<file path="src/rtl/ttm4_sequencer.sv">
// ttm4_sequencer: FETCH/EXEC/NEXT control sequencer for the TTM4 program ROM datapath.
// Latency: one instruction takes 3 cycles (FETCH, EXEC, NEXT) with RUN held high; HALT is terminal.
// Backpressure: RUN=0 parks the sequencer in FETCH; an instruction already started always completes.
//
// Ports:
//   CLK, RST            clock, synchronous active-high reset
//   RUN                 run enable, sampled only in FETCH
//   INST[7:0]           ROM word at current PA: [7:4] opcode, [3:0] immediate
//   CARRY               ALU carry, sampled at the end of EXEC for JNC
//   nPC_LD / nPC_OPEN   active-low PC load / PC increment strobes (NEXT cycle)
//   nJRD_ST..nORU_ST    active-low store strobes (EXEC cycle)
//   nJRD_OUT..nIRU_OUT  active-low LOADBUS drive enables (EXEC cycle)
//   STORE_DATA[3:0]     immediate of the current instruction, held until next fetch
//   HALTED, ILLEGAL     halt indication, sticky undefined-opcode flag
module ttm4_sequencer (
  input  logic       CLK,
  input  logic       RST,
  input  logic       RUN,
  input  logic [7:0] INST,
  input  logic       CARRY,
  output logic       nPC_LD,
  output logic       nPC_OPEN,
  output logic       nJRD_ST,
  output logic       nJRU_ST,
  output logic       nORD_ST,
  output logic       nORU_ST,
  output logic       nJRD_OUT,
  output logic       nJRU_OUT,
  output logic       nIRD_OUT,
  output logic       nIRU_OUT,
  output logic [3:0] STORE_DATA,
  output logic       HALTED,
  output logic       ILLEGAL
);

  typedef enum logic [1:0] {
    S_FETCH = 2'd0,
    S_EXEC  = 2'd1,
    S_NEXT  = 2'd2,
    S_HALT  = 2'd3
  } state_t;

  // Strobe vector bit positions (all active-low).
  localparam int B_PC_LD   = 9;
  localparam int B_PC_OPEN = 8;
  localparam int B_JRD_ST  = 7;
  localparam int B_JRU_ST  = 6;
  localparam int B_ORD_ST  = 5;
  localparam int B_ORU_ST  = 4;
  localparam int B_JRD_OUT = 3;
  localparam int B_JRU_OUT = 2;
  localparam int B_IRD_OUT = 1;
  localparam int B_IRU_OUT = 0;

  localparam logic [3:0] OP_JMP  = 4'h5;
  localparam logic [3:0] OP_JNC  = 4'h6;
  localparam logic [3:0] OP_HALT = 4'hF;

  state_t      state_q, state_d;
  logic [7:0]  ireg_q, ireg_d;
  logic [9:0]  strb_q, strb_d;
  logic        halted_q, halted_d;
  logic        illegal_q, illegal_d;

  // EXEC-cycle strobe pattern for an opcode; at most one bit low.
  function automatic logic [9:0] exec_strobes(input logic [3:0] op);
    logic [9:0] s;
    s = '1;
    case (op)
      4'h1:    s[B_JRD_ST]  = 1'b0;
      4'h2:    s[B_JRU_ST]  = 1'b0;
      4'h3:    s[B_ORD_ST]  = 1'b0;
      4'h4:    s[B_ORU_ST]  = 1'b0;
      4'h7:    s[B_IRD_OUT] = 1'b0;
      4'h8:    s[B_IRU_OUT] = 1'b0;
      4'h9:    s[B_JRD_OUT] = 1'b0;
      4'hA:    s[B_JRU_OUT] = 1'b0;
      default: s = '1;
    endcase
    return s;
  endfunction

  always_comb begin
    state_d   = state_q;
    ireg_d    = ireg_q;
    strb_d    = '1;   // strobes are one-cycle pulses, high unless set below
    halted_d  = halted_q;
    illegal_d = illegal_q;

    case (state_q)
      S_FETCH: begin
        if (RUN) begin
          // Decode from INST directly so the EXEC strobe is already a flop
          // output during the EXEC cycle.
          ireg_d  = INST;
          strb_d  = exec_strobes(INST[7:4]);
          state_d = S_EXEC;
          if (INST[7:4] >= 4'hB && INST[7:4] <= 4'hE) begin
            illegal_d = 1'b1;
          end
        end
      end
      S_EXEC: begin
        if (ireg_q[7:4] == OP_HALT) begin
          // PC must not advance on HALT, so NEXT is skipped.
          state_d  = S_HALT;
          halted_d = 1'b1;
        end else begin
          state_d = S_NEXT;
          if (ireg_q[7:4] == OP_JMP || (ireg_q[7:4] == OP_JNC && !CARRY)) begin
            strb_d[B_PC_LD] = 1'b0;
          end else begin
            strb_d[B_PC_OPEN] = 1'b0;
          end
        end
      end
      S_NEXT: begin
        state_d = S_FETCH;
      end
      S_HALT: begin
        state_d = S_HALT;
      end
      default: begin
        state_d = S_FETCH;
      end
    endcase
  end

  always_ff @(posedge CLK) begin
    if (RST) begin
      state_q   <= S_FETCH;
      ireg_q    <= 8'h00;
      strb_q    <= '1;
      halted_q  <= 1'b0;
      illegal_q <= 1'b0;
    end else begin
      state_q   <= state_d;
      ireg_q    <= ireg_d;
      strb_q    <= strb_d;
      halted_q  <= halted_d;
      illegal_q <= illegal_d;
    end
  end

  // IREG only changes on a fetch, so its immediate nibble doubles as the
  // registered STORE_DATA that holds its value outside EXEC.
  assign STORE_DATA = ireg_q[3:0];
  assign HALTED     = halted_q;
  assign ILLEGAL    = illegal_q;

  assign nPC_LD   = strb_q[B_PC_LD];
  assign nPC_OPEN = strb_q[B_PC_OPEN];
  assign nJRD_ST  = strb_q[B_JRD_ST];
  assign nJRU_ST  = strb_q[B_JRU_ST];
  assign nORD_ST  = strb_q[B_ORD_ST];
  assign nORU_ST  = strb_q[B_ORU_ST];
  assign nJRD_OUT = strb_q[B_JRD_OUT];
  assign nJRU_OUT = strb_q[B_JRU_OUT];
  assign nIRD_OUT = strb_q[B_IRD_OUT];
  assign nIRU_OUT = strb_q[B_IRU_OUT];

endmodule

</file>
<file path="config.mk">
export PLATFORM = sky130hd
export DESIGN_NAME = ttm4_sequencer
export DESIGN_NICKNAME = d
export VERILOG_FILES = /design/src/rtl/ttm4_sequencer.sv
export SDC_FILE = /design/constraint.sdc
export NUM_CORES = 1
export LEC_CHECK = 0
export ABC_AREA = 1
export CORE_MARGIN = 3
export CORE_UTILIZATION = 43
export CTS_CLUSTER_SIZE = 16
export DETAILED_ROUTE_END_ITERATION = 6
export GPL_TIMING_DRIVEN = 0
export PLACE_DENSITY = 0.76
export SYNTH_ARGS = -nofsm -noshare
export SYNTH_HDL_FRONTEND = slang
export SYNTH_SLANG_ARGS = --single-unit
</file>
<file path="constraint.sdc">
create_clock -name CLK -period 1.2 [get_ports CLK]
set_input_delay 0.12 -clock CLK [delete_from_list [all_inputs] [get_ports CLK]]
set_output_delay 0.12 -clock CLK [all_outputs]
set_load 0.1 [all_outputs]
</file>
Word level (Yosys, flattened, before mapping)
Cells that the tools add are included.

Word-level logic and storage cells: 49. Output and inout bits: 16. Bits in registers: 22. Bits of input ports: 12.

Bitwise gates (word level): 2. Magnitude comparators: 2. Muxes and demuxes: 15. Reduce and logical (&&, ||, !) cells: 9. Eq/ne operators: 15.

Operator list (count): == test 4 x 3 -> 1 bit (second input constant) (4); == test 4 bit (second input constant) (4); two-way mux 1 bit (11); == test 4 x 2 -> 1 bit (second input constant) (2); one-hot mux 2 bit (4 select lines) (1); == test 2 bit (second input constant) (2); == test 4 x 1 -> 1 bit (second input constant) (1); >= comparator 4 bit (second input constant) (1); less-or-equal comparator 4 bit (second input constant) (1); two-way mux 2 bit (2); one-hot mux 2 bit (2 select lines) (1); AND reduction 2 bit (2); AND reduction 3 bit (1); OR reduction 3 bit (1); == test 2 x 1 -> 1 bit (second input constant) (1); logical AND 1 bit (2); zero test 2 bit (1); != test 2 bit (second input constant) (1); inverter 1 bit (2); zero test 1 bit (1); logical OR 1 bit (1).

Logic depth before layout (Yosys ltp)
Word-level depth: 6. Depth in mapped cells: 6. Mapped depth without buffers: 6.

Worst setup path after synthesis
Ideal clock, no wire load.

Kind: register -> register. From: reg HALTED (netlist name). To: reg halted_q (netlist: HALTED). Path slack: -0.025 ns. Arrival: 1.156 ns. Path buffers: 0. Clock period less this slack: 1.225 ns. Setup time: 0.070 ns. Data required time: 1.130 ns. Stages on the path, launching flop included: 3. Cells stage by stage: dfxtp_1 > inv_1 > a21oi_1.

RTL lines: end signal: assignment (RTL line 140) `halted_q <= halted_d;`; end: declaration (RTL line 62) `logic halted_q, halted_d;`.

Worst setup path after layout
From: reg strb_q[8]. To: out nPC_OPEN.

RTL lines: start: declaration (RTL line 61) `logic [9:0] strb_q, strb_d;`; start signal: assignment (RTL line 139) `strb_q <= strb_d;`; end: declaration (RTL line 22) `output logic nPC_OPEN,`.

No word-level cell between the ends.

==> impl_metrics.yaml <==
yosys:
  netlist-cell-type-count: 15
  syn-cell-area_um2: 826
  yosys_warnings: 0
  synth_nets: 114
  synth_seq_cells: 22
  postSynthCellCount: 102
  syn_area_per_cell_um2: 8.10
  seq_area_frac_synth_pct: 53.3
sta:
  finalSetupViolCount: 0
  finalCritPeriodShare_pct: 97.2
  finalHoldViolations: 0
  finClkSkew_ns: 0.0115
  tightest_slew_ns: 0.495
  rsz0062_at_grt: "no"
  clock.fmax_mhz: 858
  slew_violations: 0
  min_period_ns: 1.17
  max_slew_margin_pct: 67.2
  setup_slack_ns: 0.0339
power:
  ir_drop_mv: 0.857
  fin_total_pwr_w: 0.00150
  p_leak_nw: 0.516
  power_density_nw_per_um2: 1350
clocking:
  postCtsSetupBuffers: 0
  clock-sinks: 22
  cts_tree: "built"
  cts_root_buf: "clkbuf_4"
  cts_buffers: 3
  cts.clk_slew.worst_paths_ns: 0.12
  cts_max_path_buffers: 2
  clock_latency_ns: 0.30
  cts-hold-fix-buffers: 0
  htreeDepth: 1
setup_path:
  cp-start-kind: "register"
  cp.arrival_ns: 1.05
  critPathKind: "reg2out"
  crit_chain: "buf_2"
  cp-end-kind: "output pin"
  path_max_fanout: 1
  path_buf_inv: 1
  slowest_stage: "buf_2"
  critical-path-max-stage-delay_ns: 0.41
  crit_family: "buffers and inverters"
  worst-endpoint-required_ns: 1.08
route:
  drt_iter0_markers: 9
  drc_errors: 0
  vias_per_cell: 4.56
  drt_pass1_iterations: 4
  drtAntennaViolNets: 0
  num_vias: 721
  wl_mm: 1.56
  routedWlPerCell_um: 9.84
global_route:
  grt_pass1_wl_mm: 2.65
  gr-total-overflow: 0
  grt_start_max_net_pins: 13
  track_usage_pct: 13.8
  grt_pass1_vias: 644
  antenna_found_initial: 0
layout:
  syn_to_final_growth_pct: 35.0
  stdcell_count: 158
  finalNetCount: 146
  antenna_cells: 0
  final_layout_size_suffix_gt1_share_pct: 24.1
floorplanning:
  core_area_um2: 1760
  start_util_pct: 46.8
  placementRows: 15
  die_w_um: 49.8
  die-area_um2: 2480
  die_y_um: 49.8
  io-pin-count: 28
place:
  place.gp.congestion: 0.786
  portBuffers: 27
  hpwl_mm: 1.24
  pre_cts_ws_ns: -0.448
  placed_cells: 154
run_status:
  status: "finished clean"
worst_hold_path:
  hold_path.class: "in2reg"
flow_run:
  max-cap-violations: 0
## metal layers
layer  vias up  GRT usage (%)  part of all wire [%]
met5         -              0                     0
met4         0           4.15                  0.77
met3         2           6.04                   8.4
met2        20           22.5                    45
met1       318           16.1                    45
li1        381              -                     -
## flip-flops by register name (all words and copies together), names as in the netlist
| name | count |
|---|---|
| HALTED | 1 |
| ILLEGAL | 1 |
| ireg_q | 8 |
| state_q | 2 |
| strb_q | 10 |
## layout make-up
class | instances | area, um^2
Sequential cell | 22 | 442
Inverter | 14 | 57.6
Fill cell | 183 | 649
Buffer | 4 | 30.0
Clock buffer | 4 | 36.3
Multi-Input combinational cell | 62 | 298
Tap cell | 25 | 31.3
Timing Repair Buffer | 27 | 220
## cells in the mapped netlist
cell       n  area share, %
buf_4      4            3.6
nor2_8     1            2.4
nand2b_1   1           0.76
o21ai_1    1           0.61
nor2_1    23             10
nor2_2     1           0.76
o21ai_0    8            4.8
inv_1     11            5.0
a21oi_1    3            1.8
nand2_4    2            2.7
nand2_1   11            5.0
dfxtp_1   22             53
inv_2      2           0.91
nand3_1   11            6.7
clkinv_4   1            1.1
## power breakdown
part / internal, W / leakage, nW / total (W) / switching (W)
clock: 0.000185 / 0.0210 / 0.000396 / 0.000211
combinational: 0.000101 / 0.315 / 0.000326 / 0.000225
sequential: 0.000763 / 0.181 / 0.000781 / 0.0000176
## placed cells by master (no fill, tap or decap), drive strengths merged
master         instances
dfxtp                 22
nand2                 13
inv                   13
clkbuf                11
clkinv                 1
o21ai                  9
nand3                 11
nand2b                 1
nor2                  25
a21oi                  3
clkdlybuf4s50         11
buf                   13
## metrics by stage
step / setup TNS (ns) / area, um^2 / utilization, % / hold WS, ns
after floorplan: 0 / 827 / - / 0.182
after global placement: -6.05 / 1130 / 64.0 / 0.435
after detailed placement: -6.17 / 1130 / 64.0 / 0.438
after CTS: 0 / 1100 / 62.2 / 0.433
after global routing: 0 / 1110 / 63.2 / 0.459
final: 0 / 1110 / 63.2 / 0.435
## path summary, 6_finish.rpt
kind	start	end	slack, ns	depth (start not counted)
worst max-delay path	strb_q[8]$_SDFF_PP1_	nPC_OPEN	0.03	1
worst min-delay path	INST[1]	ireg_q[1]$_SDFFE_PP0P_	0.44	3
worst max register to register	state_q[1]$_SDFFE_PP0P_	strb_q[7]$_SDFF_PP1_	0.08	6
worst min register to register	HALTED$_SDFFE_PP0P_	HALTED$_SDFFE_PP0P_	0.45	2
## cells by family (layout without fill, tap and decap cells)
kind of cell / after synthesis / after routing / synth area share, %
AO/OA/AOI/OAI: 12 / 12 / 7.27
buffers and inverters: 18 / 49 / 10.6
flip-flops: 22 / 22 / 53.3
AND/OR/NAND/NOR: 50 / 50 / 28.8
## timing repair
action                     CTS  global route
gates resized for setup     85             7
gates cloned                 0             0
setup endpoints to repair   16             7
(Power assumes the default switching activity.)
